==> src/rtl/led_blink_monitor_pkg.sv <==
// Shared types and defaults for the LED blink monitor; defaults track the
// LChika_m divider so a monitor dropped next to it needs no overrides.
package led_blink_monitor_pkg;

    typedef enum logic {
        SYNC = 1'b0,
        RUN  = 1'b1
    } mon_state_t;

    localparam int unsigned DEF_HALF_PERIOD = 5000000;
    localparam int unsigned DEF_TOL         = 2;
    localparam int unsigned ERR_CNT_W       = 8;
    localparam int unsigned BOUND_W         = 64;

    // Lower acceptance bound, clamped at zero when the tolerance exceeds the period.
    function automatic logic [BOUND_W-1:0] lower_bound(input logic [BOUND_W-1:0] half_period,
                                                       input logic [BOUND_W-1:0] tol);
        if (half_period < tol) begin
            return '0;
        end
        return half_period - tol;
    endfunction

endpackage

==> src/rtl/led_blink_monitor_edge_detect.sv <==
// Registers the LED level once and flags a level change against that copy.
module led_edge_detect (
    input  logic clk,
    input  logic led,
    output logic led_q,
    output logic edge_c
);

    // Reset would load the live level too, so no reset branch is needed here.
    always_ff @(posedge clk) begin
        led_q <= led;
    end

    assign edge_c = led != led_q;

endmodule

==> src/rtl/led_blink_monitor.sv <==
// Measures each LED level's duration, flags out-of-tolerance levels and
// offers them through a single-entry valid/ready slot.
module led_blink_monitor
    import led_blink_monitor_pkg::*;
#(
    parameter int unsigned CNT_W       = 24,
    parameter int unsigned HALF_PERIOD = DEF_HALF_PERIOD,
    parameter int unsigned TOL         = DEF_TOL
) (
    input  logic                 clk,
    input  logic                 rst,
    input  logic                 led,
    output logic                 meas_valid,
    input  logic                 meas_ready,
    output logic                 meas_level,
    output logic [CNT_W-1:0]     meas_cycles,
    output logic                 meas_err,
    output logic [ERR_CNT_W-1:0] err_count,
    output logic                 overrun
);

    localparam logic [CNT_W-1:0]   CNT_MAX  = '1;
    localparam logic [BOUND_W-1:0] LO_BOUND = lower_bound(BOUND_W'(HALF_PERIOD), BOUND_W'(TOL));
    localparam logic [BOUND_W-1:0] HI_BOUND = BOUND_W'(HALF_PERIOD) + BOUND_W'(TOL);
    localparam logic [ERR_CNT_W-1:0] ERR_MAX = '1;

    logic             led_q;
    logic             edge_c;
    mon_state_t       state_q, state_d;
    logic [CNT_W-1:0] cnt_q, cnt_d;
    logic             offer_c;
    logic             take_c;
    logic             load_c;
    logic             drop_c;
    logic             cnt_err_c;

    led_edge_detect u_edge (
        .clk    (clk),
        .led    (led),
        .led_q  (led_q),
        .edge_c (edge_c)
    );

    always_ff @(posedge clk) begin
        if (rst) begin
            state_q <= SYNC;
            cnt_q   <= '0;
        end else begin
            state_q <= state_d;
            cnt_q   <= cnt_d;
        end
    end

    // SYNC discards the partial level seen after reset; RUN measures full levels.
    always_comb begin
        state_d = state_q;
        cnt_d   = cnt_q;
        offer_c = 1'b0;
        case (state_q)
            SYNC: begin
                cnt_d = '0;
                if (edge_c) begin
                    state_d = RUN;
                    cnt_d   = CNT_W'(1);
                end
            end
            RUN: begin
                if (edge_c) begin
                    offer_c = 1'b1;
                    cnt_d   = CNT_W'(1);
                end else if (cnt_q != CNT_MAX) begin
                    cnt_d = cnt_q + CNT_W'(1);
                end
            end
            default: begin
                state_d = SYNC;
                cnt_d   = '0;
            end
        endcase
    end

    assign take_c    = meas_valid && meas_ready;
    assign load_c    = offer_c && (!meas_valid || take_c);
    assign drop_c    = offer_c && meas_valid && !meas_ready;
    assign cnt_err_c = (cnt_q == CNT_MAX)
                    || (BOUND_W'(cnt_q) < LO_BOUND)
                    || (BOUND_W'(cnt_q) > HI_BOUND);

    // One-entry output slot; contents frozen until accepted.
    always_ff @(posedge clk) begin
        if (rst) begin
            meas_valid  <= 1'b0;
            meas_level  <= 1'b0;
            meas_cycles <= '0;
            meas_err    <= 1'b0;
            err_count   <= '0;
            overrun     <= 1'b0;
        end else begin
            if (load_c) begin
                meas_valid  <= 1'b1;
                meas_level  <= led_q;
                meas_cycles <= cnt_q;
                meas_err    <= cnt_err_c;
                if (cnt_err_c && (err_count != ERR_MAX)) begin
                    err_count <= err_count + ERR_CNT_W'(1);
                end
            end else if (take_c) begin
                meas_valid <= 1'b0;
            end
            if (drop_c) begin
                overrun <= 1'b1;
            end
        end
    end

endmodule

==> config.mk <==
export PLATFORM = sky130hd
export DESIGN_NAME = led_blink_monitor
export DESIGN_NICKNAME = d
export VERILOG_FILES = /design/src/rtl/led_blink_monitor_pkg.sv /design/src/rtl/led_blink_monitor_edge_detect.sv /design/src/rtl/led_blink_monitor.sv
export SDC_FILE = /design/constraint.sdc
export NUM_CORES = 1
export LEC_CHECK = 0
export CELL_PAD_IN_SITES_DETAIL_PLACEMENT = 0
export CELL_PAD_IN_SITES_GLOBAL_PLACEMENT = 1
export CORE_UTILIZATION = 36
export DETAILED_ROUTE_END_ITERATION = 7
export PLACE_DENSITY_LB_ADDON = 0.1
export SKIP_LAST_GASP = 1
export SYNTH_ARGS = -nofsm -noshare
export SYNTH_HDL_FRONTEND = slang
export SYNTH_SLANG_ARGS = --single-unit
export TNS_END_PERCENT = 30
==> constraint.sdc <==
create_clock -name clk -period 1.66 [get_ports clk]
set_input_delay 0.166 -clock clk [delete_from_list [all_inputs] [get_ports clk]]
set_output_delay 0.166 -clock clk [all_outputs]
set_load 0.01 [all_outputs]
Word level (Yosys, flattened, before mapping)
Index checks and enable logic that the tools add are counted.
{ "totals": {"register_bits": 62, "in_bits": 4, "out_inout_bits": 36, "ram_bits": 0, "mem_count": 0, "elab_cells": 40, "latchBits": 0, "romBits": 0} }
{ "op_classes": {"div": 0, "muxes": 9, "shifts": 0, "bitwise_logic": 1, "multipliers": 0, "n_lt_le_gt_ge": 2, "n_reduce_logical": 12, "eq_ne": 5, "n_addsub": 2} }
{ "op_table": {"columns": ["cell", "count"], "rows": [
  ["24-bit two-way mux", 2],
  ["24-bit one-hot mux with 2 select lines", 1],
  ["24-bit by 1-bit adder with 24-bit output, second input constant", 1],
  ["24-bit equality test, second input constant", 1],
  ["24-bit by 23-bit > comparator with 1-bit output, second input constant", 1],
  ["24-bit by 23-bit < comparator with 1-bit output, second input constant", 1],
  ["24-bit != test, second input constant", 1],
  ["8-bit by 1-bit adder with 8-bit output, second input constant", 1],
  ["8-bit != test, second input constant", 1],
  ["1-bit two-way mux", 6],
  ["1-bit logical AND", 5],
  ["1-bit logical OR", 3],
  ["3-bit by 2-bit != test with 1-bit output, second input constant", 1],
  ["1-bit logical NOT", 2],
  ["2-bit AND reduction", 1],
  ["2-bit nonzero test", 1],
  ["1-bit != test", 1],
  ["1-bit NOT", 1]
]} }

Depth between registers and ports, before layout
{ "logic_depth": {"depth_word": 5, "mapped_depth": 9, "depth_no_buf": 5} }

Cells and area by module
Synthesis repeated with hierarchy kept, for this count alone.
{ "hier_totals": {"hier_cells": 337, "hier_area_um2": 2790.2} }
{ "modules_own_cells": {"columns": ["module", "n_inst", "cells_per_inst", "area_per_inst_um2", "seq_area_each_um2"], "rows": [
  ["led_blink_monitor", 1, 335, 2761.4, 1221.2],
  ["led_edge_detect", 1, 2, 28.8, 20.0]
]} }

Worst setup path after synthesis
No wires, ideal clock.
{ "synth_path": {"path_kind": "reg-to-reg", "from": "register cnt_q[3]", "to": "register err_count[0]", "arrival_ns": 1.715, "path_stages_with_launch": 8, "period_less_slack_ns": 1.837, "required_ns": 1.539, "n_path_buf": 2, "setup_slack_ns": -0.177, "setup_time_ns": 0.121, "path_cell_list": "dfxtp_1 > and4_1 > buf_6 > nand3_4 > a2111oi_4 > buf_6 > nor2_4 > mux2_4"} }
{ "synth_via": {"elab_chain_cells": 5, "elab_cells_between_ends": 7, "classes_between": "order compare: 2; eq/ne: 1; reduce/logical: 4"} }
{ "synth_lines": {"columns": ["element", "line", "source"], "rows": [
  ["start, declared", "led_blink_monitor.sv:30", "logic [CNT_W-1:0] cnt_q, cnt_d;"],
  ["start signal, assigned", "led_blink_monitor.sv:50", "cnt_q <= cnt_d;"],
  ["24-bit by 23-bit < comparator with 1-bit output or 24-bit equality test (tied branches)", "led_blink_monitor.sv:86, led_blink_monitor.sv:85", null],
  ["1-bit logical OR", "led_blink_monitor.sv:86", "|| (BOUND_W'(cnt_q) < LO_BOUND)"],
  ["1-bit logical OR *", "led_blink_monitor.sv:87", "|| (BOUND_W'(cnt_q) > HI_BOUND);"],
  ["1-bit logical AND *", "led_blink_monitor.sv:104", "if (cnt_err_c && (err_count != ERR_MAX)) begin"],
  ["2-bit AND reduction (no source line) *", null, null],
  ["end signal, assigned", "led_blink_monitor.sv:105", "err_count <= err_count + ERR_CNT_W'(1);"],
  ["end, declared", "led_blink_monitor.sv:18", "output logic [ERR_CNT_W-1:0] err_count,"]
]} }
Every way passes the cells marked *; elsewhere a longest branch is shown, timed or not.
A chain may end at the register's enable or synchronous reset.

Worst setup path in the final report
{ "layout_path": {"from": "register cnt_q[20]", "to": "register err_count[5]"} }
The elaborated chain is that of the path after synthesis.

==> results.yml <==
timing:
  fmax_ghz: 0.5682
  skew_ns: 0.01296
  setup_viol: 13
  worst_hold_slack_ns: 0.3921
  layout_setup_ws_ns: -0.09999
  finalHoldViolations: 0
  worst_slew_pin_slew_ns: 0.3129
  finalWorstPathRequiredPeriod_ns: 1.760
  post-route-period-util_pct: 106.0
  final_max_slew_viol_count: 0
  maxSlewHeadroom_pct: 79.10
  rsz0062_at_grt: "true"
drt:
  wl_um: 7614
  post_drt_wl_per_cell_um: 13.50
  drcViolationCount: 0
  avgViaCountPerCell: 4.920
  drtAntennaViolNets: 0
  drt_iter0_drc: 70
  vias: 2775
  dr.pass1.iters: 4
setup_path:
  end_kind: "flop"
  worst_ep_arrival_time_ns: 2.03
  cp.required_ns: 1.93
  crit_path_max_fanout: 7
  startpoint_type: "flop"
  worstSetupPathType: "reg -> reg"
floorplan:
  die_h_um: 90.81
  start_util_pct: 36.93
  row_count: 32
  die_w_um: 90.81
  die_area_sq_mm: 0.008246
  ios: 40
  core_area_sq_mm: 0.007687
global_route:
  grt_pass1_wl_um: 12910
  grt_max_degree: 28
  track_usage_pct: 19.84
  grt_antenna_before_repair: 0
  grt_pass1_vias: 2707
  grt-ovfl-total: 0
job:
  max_cap_violations: 0
clock_tree:
  clockRootBuffer: "clkbuf_8"
  clock-sinks: 62
  worstSkewPairLatency_ns: 0.35
  cts_tree: "built"
  cts.clk_slew.worst_paths_ns: 0.08
  numCtsBuffers: 9
  clockBufferDepth: 2
  h-tree-depth: 3
power_and_ir_drop:
  peakVddDrop_mv: 0.4965
  p_per_area_mw_per_mm2: 669.7
  p_leak_nw: 1.588
synth:
  synth_seq_cells: 62
  avgSynthCellArea_sq_um: 8.399
  synthesis.nets: 344
  synthCells: 338
  post_synth_num_cell_types: 46
  yosysWarningCount: 0
  synth_area_sq_mm: 0.002839
  yosysSeqAreaShare_pct: 43.72
place:
  place.gp.congestion: 0.8412
  place_hpwl_um: 5486
  port_buffers: 39
  placed_cell_area_sq_mm: 0.003921
finish:
  drive_gt1_share_pct: 33.12
  nets: 463
  syn2layout_area_growth_pct: 50.68
  fin_util_pct: 55.65
  stdcell_area_sq_mm: 0.004278
  antennaDiodeCount: 0
status:
  violations: "negative setup slack"
  outcome: "finished with violations"
hold_path:
  hp-class: "in -> reg"
-- cells in the final DEF (no fill, tap or decap), types with 9 or more instances in the layout --
cell type,count
nand2_1,58
dfxtp_2,10
nor2_1,27
nand4_1,9
buf_4,85
clkbuf_8,9
dfxtp_1,49
a21oi_1,41
nand3_1,14
xnor2_1,11
clkdlybuf4s50_1,39
-- critical path, stage by stage, from the launching register on --
cell	delay, ns
dfxtp_1	0.34
buf_4	0.13
inv_1	0.07
nand4_1	0.14
a2111oi_4	0.05
buf_6	0.15
buf_4	0.13
or4_1	0.49
a21oi_1	0.19
-- cell families (layout without fill, tap and decap cells) --
family / count (synthesis) / after routing / share of synthesized area [%]
flip-flops: 62 / 62 / 43.72
AO/OA/AOI/OAI: 68 / 68 / 15.38
multiplexers: 3 / 3 / 1.278
AND/OR/NAND/NOR: 160 / 160 / 28.95
XOR/XNOR: 15 / 15 / 4.892
buffers and inverters: 28 / 152 / 4.892
adder cells (fa/ha/maj): 2 / 2 / 0.8813
-- flip-flops by register name, indices dropped and copies added (netlist names) --
signal / cells
meas_level: 1
overrun: 1
u_edge.led_q: 1
meas_valid: 1
state_q: 1
cnt_q: 24
meas_cycles: 24
err_count: 8
meas_err: 1
-- routing by layer --
| metal | track usage (%) | share of wire (%) |
|---|---|---|
| met2 | 34.03 | 49 |
| met3 | 4.545 | 3.3 |
| met5 | 0 | 0 |
| met4 | 6.349 | 0.92 |
| met1 | 24.51 | 47 |
-- Yosys cell counts, drive strengths merged --
cell | number | area, sq um
mux2 | 2 | 26.27
nand2b | 4 | 25.02
and2b | 1 | 7.510
nor3 | 8 | 40.04
buf | 11 | 75.07
o211ai | 2 | 15.01
and2 | 3 | 20.02
o21ai | 5 | 25.02
a31oi | 3 | 18.77
a21boi | 1 | 7.510
a31o | 1 | 17.52
clkbuf | 12 | 45.04
or4 | 6 | 45.04
nand4 | 10 | 68.81
o31ai | 6 | 45.04
inv | 5 | 18.77
nor4b | 1 | 8.760
a211oi | 2 | 15.01
ha | 2 | 25.02
nor2 | 29 | 116.4
xor2 | 4 | 42.55
and3 | 7 | 46.29
mux2i | 1 | 10.01
a21oi | 42 | 210.2
nand3 | 17 | 110.1
o21ba | 2 | 20.02
a2111oi | 3 | 52.55
or3 | 4 | 25.02
and4 | 5 | 43.79
nand2 | 59 | 221.5
xnor2 | 11 | 96.34
dfxtp | 62 | 1241
o211a | 1 | 10.01
nor4 | 6 | 43.79
-- timing repair --
item                       4_1_cts  5_1_grt
hold buffers                     0        0
buffers inserted                 4        3
pin swaps                        7       12
gates resized for setup         19       22
setup endpoints to repair       25       33
-- cell type report --
cell class / count / area (sq um)
Clock buffer: 10 / 127.6
Clock inverter: 6 / 38.79
Fill cell: 722 / 3410
Inverter: 5 / 18.77
Multi-Input combinational cell: 248 / 1575
Sequential cell: 62 / 1265
Tap cell: 102 / 127.6
Timing Repair Buffer: 131 / 1125
-- through the flow --
step | setup TNS (ns) | total power, mW | instances | setup WS [ns]
6_report | -0.6983 | 2.865 | 564 | -0.09999
5_1_grt | -2.610 | 2.995 | 564 | -0.1874
4_1_cts | -0.9093 | 2.895 | 561 | -0.1009
3_5_place_dp | -9.085 | 1.764 | 541 | -0.3050
3_3_place_gp | -7.229 | 1.761 | 541 | -0.2862
2_1_floorplan | -0.5616 | 1.659 | 338 | -0.1062
-- report_power, final --
part | leakage (nW) | switching (mW) | total (mW) | internal [mW]
Sequential | 0.508 | 0.0138 | 1.51 | 1.50
Clock | 0.0820 | 0.605 | 1.14 | 0.535
Combinational | 0.998 | 0.116 | 0.212 | 0.0965
-- worst paths after layout --
check	to	cells past startpoint	from	slack, ns
min	u_edge.led_q$_DFF_P_	1	led	0.39
max	err_count[5]$_SDFFE_PP0P_	8	cnt_q[20]$_SDFFE_PP0P_	-0.1
min reg2reg	meas_cycles[4]$_SDFFE_PP0P_	2	meas_cycles[4]$_SDFFE_PP0P_	0.45
max reg2reg	err_count[5]$_SDFFE_PP0P_	8	cnt_q[20]$_SDFFE_PP0P_	-0.1
(Power assumes the default switching activity.)
